===== config.mk =====
export PLATFORM = sky130hd
export DESIGN_NAME = hs_fifo_pipeline
export DESIGN_NICKNAME = d
export VERILOG_FILES = /design/src/rtl/hs_fifo_pipeline.sv
export SDC_FILE = /design/constraint.sdc
export NUM_CORES = 1
export LEC_CHECK = 0
export CAP_MARGIN = 15
export CELL_PAD_IN_SITES_DETAIL_PLACEMENT = 0
export CELL_PAD_IN_SITES_GLOBAL_PLACEMENT = 1
export CORE_MARGIN = 5
export CORE_UTILIZATION = 42
export CTS_BUF_LIST = sky130_fd_sc_hd__clkbuf_4 sky130_fd_sc_hd__clkbuf_8 sky130_fd_sc_hd__clkbuf_16
export CTS_CLUSTER_SIZE = 16
export DETAILED_ROUTE_END_ITERATION = 8
export HOLD_SLACK_MARGIN = 0.08
export PLACE_DENSITY_LB_ADDON = 0.1
export SYNTH_ARGS = -nofsm -noshare
export SYNTH_HDL_FRONTEND = slang
export SYNTH_SLANG_ARGS = --single-unit

===== constraint.sdc =====
create_clock -name clk -period 2.2 [get_ports clk]
set_input_delay 0.66 -clock clk [delete_from_list [all_inputs] [get_ports clk]]
set_output_delay 0.66 -clock clk [all_outputs]
set_load 0.03 [all_outputs]

===== src/rtl/hs_fifo_pipeline.sv =====
// hs_fifo_pipeline
//   DEPTH-entry FIFO with a req/ack handshake on both sides. It decouples a
//   handshake producer from a handshake consumer that may sit in another
//   timing domain. Both sides speak either four-phase (return-to-zero) or
//   two-phase (transition) signalling. req_in and ack_in can optionally pass
//   through synchroniser flops first.
//
// Parameters
//   DATA_WIDTH   payload width
//   DEPTH        number of entries (power of two, 2..256)
//   PHASE_MODE   0 = four-phase, 1 = two-phase
//   SYNC_STAGES  synchroniser flops on req_in/ack_in (0 = none, else 2..3)
//
// Ports
//   clk       rising-edge clock
//   rst_n     synchronous active-low reset
//   req_in    upstream request; data_in is valid while it is pending
//   ack_out   acknowledge back to upstream
//   data_in   upstream payload
//   req_out   request to downstream
//   ack_in    downstream acknowledge
//   data_out  downstream payload; stable while a request is pending
//   count     number of entries held (an offered entry counts until popped)
//   full      count == DEPTH
//   empty     count == 0
module hs_fifo_pipeline #(
  parameter int DATA_WIDTH  = 3,
  parameter int DEPTH       = 4,
  parameter int PHASE_MODE  = 0,
  parameter int SYNC_STAGES = 2
) (
  input  logic                         clk,
  input  logic                         rst_n,
  input  logic                         req_in,
  output logic                         ack_out,
  input  logic [DATA_WIDTH-1:0]        data_in,
  output logic                         req_out,
  input  logic                         ack_in,
  output logic [DATA_WIDTH-1:0]        data_out,
  output logic [$clog2(DEPTH+1)-1:0]   count,
  output logic                         full,
  output logic                         empty
);

  localparam int PTR_W = $clog2(DEPTH);
  localparam int CNT_W = $clog2(DEPTH + 1);
  localparam logic [CNT_W-1:0] DEPTH_CNT = CNT_W'(DEPTH);

  logic                  rq;
  logic                  ak;
  logic [PTR_W-1:0]      wptr;
  logic [PTR_W-1:0]      rptr;
  logic                  pending;
  logic                  push;
  logic                  pop;
  logic                  offer;
  logic [CNT_W-1:0]      count_next;
  logic [DATA_WIDTH-1:0] mem [DEPTH];

  // ---- input synchroniser stage ----
  if (SYNC_STAGES == 0) begin : g_nosync
    assign rq = req_in;
    assign ak = ack_in;
  end else begin : g_sync
    logic [SYNC_STAGES-1:0] req_sync;
    logic [SYNC_STAGES-1:0] ack_sync;

    always_ff @(posedge clk) begin
      if (!rst_n) begin
        req_sync <= '0;
        ack_sync <= '0;
      end else begin
        req_sync[0] <= req_in;
        ack_sync[0] <= ack_in;
        for (int i = 1; i < SYNC_STAGES; i++) begin
          req_sync[i] <= req_sync[i-1];
          ack_sync[i] <= ack_sync[i-1];
        end
      end
    end

    assign rq = req_sync[SYNC_STAGES-1];
    assign ak = ack_sync[SYNC_STAGES-1];
  end

  // Handshake decisions. An entry stays counted while it is offered, so an
  // offer never competes with a pop: offer needs !pending, pop needs pending.
  always_comb begin
    push = 1'b0;
    pop  = 1'b0;
    offer = 1'b0;
    if (PHASE_MODE == 0) begin
      push  = rq & ~ack_out & ~full;
      offer = ~empty & ~req_out & ~ak & ~pending;
      pop   = pending & ak;
    end else begin
      push  = (rq != ack_out) & ~full;
      offer = ~empty & ~pending;
      pop   = pending & (ak == req_out);
    end
  end

  always_comb begin
    count_next = count;
    case ({push, pop})
      2'b10:   count_next = count + CNT_W'(1);
      2'b01:   count_next = count - CNT_W'(1);
      default: count_next = count;
    endcase
  end

  // ---- storage: written only on the push edge, never reset ----
  always_ff @(posedge clk) begin
    if (push) begin
      mem[wptr] <= data_in;
    end
  end

  // ---- write side / read side control stage ----
  always_ff @(posedge clk) begin
    if (!rst_n) begin
      ack_out  <= 1'b0;
      req_out  <= 1'b0;
      data_out <= '0;
      wptr     <= '0;
      rptr     <= '0;
      pending  <= 1'b0;
      count    <= '0;
      full     <= 1'b0;
      empty    <= 1'b1;
    end else begin
      if (PHASE_MODE == 0) begin
        if (push) begin
          ack_out <= 1'b1;
        end else if (!rq && ack_out) begin
          ack_out <= 1'b0;
        end
      end else if (push) begin
        ack_out <= rq;
      end

      if (push) begin
        wptr <= wptr + PTR_W'(1);
      end

      if (offer) begin
        data_out <= mem[rptr];
        req_out  <= (PHASE_MODE == 0) ? 1'b1 : ~req_out;
        pending  <= 1'b1;
      end

      if (pop) begin
        rptr    <= rptr + PTR_W'(1);
        pending <= 1'b0;
        if (PHASE_MODE == 0) begin
          req_out <= 1'b0;
        end
      end

      count <= count_next;
      full  <= (count_next == DEPTH_CNT);
      empty <= (count_next == '0);
    end
  end

endmodule


==> out/results.ini <==
[placed_design]
hpwlAfterDp_mm=1.33
io_buffers=16
routabilityCongestion=0.678
placed_area_um2=1400

[clock_network]
htree_levels=2
ctsHoldBuffers=0
clk_path_buf_depth=2
worstSkewPairLatency_ns=0.32
cts_setup_buffers=0
ctsRootBufferMaster=clkbuf_4
cts_tree=yes
cts_resized=0
clk_pin_slew_ns=0.08
numCtsBuffers=5
cts.sinks=30

[pwr]
netSwitchingFraction_pct=23.4
switchingPower_w=0.000236
p_int_w=0.000771
clkPwrFrac_pct=31.1
seq_power_share_pct=60.1
combPwrFrac_pct=8.8
ir_worst_vdd_v=0.000438
p_leak_nw=0.545
finalPower_w=0.00101
power_density_nw_per_um2=689

[floorplan]
die_area_um2=4040
io_pins=17
core_area_um2=2760
rows=19
die_y_um=63.5
fp.dieW_um=63.5
initial_core_util_pct=43.6

[sta]
hold_violations=0
period_needed_ns=2.08
rsz0062_at_grt=false
max_slew.worst_pin.slew_ns=0.340
fin_skew_ns=0.0145
finalSetupViolCount=0
relSlewSlack_pct=77.2
fmax_ghz=0.480
final.setup.tns_ns=0
slew_violations=0
period_share_pct=94.7

[min_path]
min_path_type=flip-flop to flip-flop
min_delay_path_depth=1

[layout]
drive_gt1_share_pct=13.7
insertedDiodeCount=0
syn2layout_area_growth_pct=21.4
num-nets-final=129
final_cell_area_um2=1460
multi_input_area_um2=445
n_fill_cell=250
seqCellArea_um2=722

[grt]
grt_overflow=0
grt_pass1_vias=679
grt_max_degree=11
grtUsageTotal_pct=10.6
grt_pass1_wl_mm=3.24
grt_antenna_before_repair=0

[worst_setup_path]
critPathBufInv=1
critPathTopFamily=buffers and inverters
worstPathArrival_ns=1.42
cp.depth=1
crit_path_max_fanout=5
reg2regPathDepth=7
crit_chain=clkdlybuf4s50_1
worst-endpoint-required_ns=1.54
critPathCaptureType=output port
critPathKind=flip-flop to output port
critPathMaxStageDelay_ns=0.70
crit_slowest_cell=clkdlybuf4s50_1
startpoint_type=flip-flop

[logic_synthesis]
syn_area_per_cell_um2=12.9
synth_seq_area_share_pct=59.9
yosysTopAreaCell=dfxtp_1
netlist_area_um2=1200
synthDistinctLibCells=26
yosys.area.top_type_share_pct=29.9
ys_warn_count=0
yosys-top-cells-area=dfxtp_1 30%, edfxtp_1 30%, mux4_2 5.6%
synth_seq_cells=30
synth_fp_nets=106
syn-instance-count=93

[route]
vias=721
firstDrtPassIters=4
wire_per_inst_um=12.1
drc_errors=0
ant_nets=0
drt-initial-drc-count=27
via_per_inst=4.87
routed_wl_mm=1.79

[run]
maxCapViolations=0

[run_status]
outcome=finished, final reports clean

==> power groups by stage <==
| stage | combinational (W) | sequential (W) | clock, W |
|---|---|---|---|
| after global placement | 0.0000897 | 0.000618 | 0 |
| after detailed placement | 0.0000903 | 0.000618 | 0 |
| final | 0.0000890 | 0.000605 | 0.000313 |
| after floorplan | 0.0000374 | 0.000632 | 0 |
| after global routing | 0.0000984 | 0.000608 | 0.000363 |
| after CTS | 0.0000905 | 0.000605 | 0.000324 |
==> flip-flops by register name, summed over array words and instances, names as in the netlist <==
register         flops
empty                1
ack_out              1
g_sync.req_sync      2
count                3
rptr                 2
req_out              1
full                 1
g_sync.ack_sync      2
data_out             3
mem                 12
wptr                 2
==> cells in the final DEF, fill, tap and decap left out, drive strengths merged <==
master          n
mux4            3
a211oi          1
nor2b           1
or3             1
edfxtp         12
nor3            1
a21oi           3
xor2            1
nand2           4
nand3           4
xnor2           4
buf             2
mux2i           2
dfxtp          18
or2             1
nor3b           3
fa              1
and2           10
o21ai           5
a31o            1
clkinv          2
inv             6
ha              5
clkbuf          6
dlymetal6s2s    1
nor2            4
clkdlybuf4s50  15
==> layout make-up <==
| cell class | instances | share of cell area [%] |
|---|---|---|
| multi-input combinational | 55 | 30.5 |
| sequential | 30 | 49.4 |
| clock buffer | 6 | 3.08 |
| tap | 31 | 2.65 |
| clock inverter | 2 | 0.685 |
| inverter | 6 | 1.54 |
| timing repair buffer | 18 | 12.2 |
==> synthesized netlist by cell type, drive strengths merged <==
cell    number
a211oi       1
a21oi        3
a31o         1
and2        10
buf          1
clkbuf       1
dfxtp       18
edfxtp      12
fa           1
ha           5
inv          6
mux2i        2
mux4         3
nand2        4
nand3        4
nor2         4
nor2b        1
nor3         1
nor3b        3
o21ai        5
or2          1
or3          1
xnor2        4
xor2         1
==> routing by layer <==
metal | vias to the layer above | share of wire (%) | global-route usage [%]
met5 | - | 0 | 0
met4 | 0 | 2.1 | 5.45
met3 | 5 | 7.5 | 6.04
met2 | 22 | 42 | 14.0
met1 | 324 | 48 | 13.6
li1 | 370 | - | -
==> worst paths after layout <==
| check | from | endpoint | slack [ns] |
|---|---|---|---|
| min | g_sync.req_sync[0]$_SDFF_PN0_ | g_sync.req_sync[1]$_SDFF_PN0_ | 0.44 |
| min reg2reg | g_sync.req_sync[0]$_SDFF_PN0_ | g_sync.req_sync[1]$_SDFF_PN0_ | 0.44 |
| max | req_out$_SDFFE_PP0P_ | req_out | 0.12 |
| max reg2reg | full$_SDFF_PN0_ | empty$_SDFF_PN1_ | 0.18 |
==> stage by stage <==
step / hold WS, ns / setup WS (ns) / std cells / util, %
detailed placement: 0.425 / 0.182 / 140 / 50.9
floorplan: 0.412 / 0.0101 / 93 / -
global placement: 0.418 / 0.225 / 140 / 50.9
global route: 0.460 / 0.00215 / 148 / 53.0
CTS: 0.442 / 0.0506 / 148 / 52.9
finish: 0.441 / 0.116 / 148 / 53.0
==> cells by family (layout without fill, tap and decap cells) <==
group                    count (synthesis)  in the layout  share of synthesized area [%]
AND/OR/NAND/NOR                         29             29                           14.6
AO/OA/AOI/OAI                           10             10                           4.68
adder cells (fa/ha/maj)                  6              6                           6.86
multiplexers                             5              5                           7.28
XOR/XNOR                                 5              5                           3.64
buffers and inverters                    8             32                           3.12
flip-flops                              30             30                           59.9
Power figures use the tool's default switching activity.
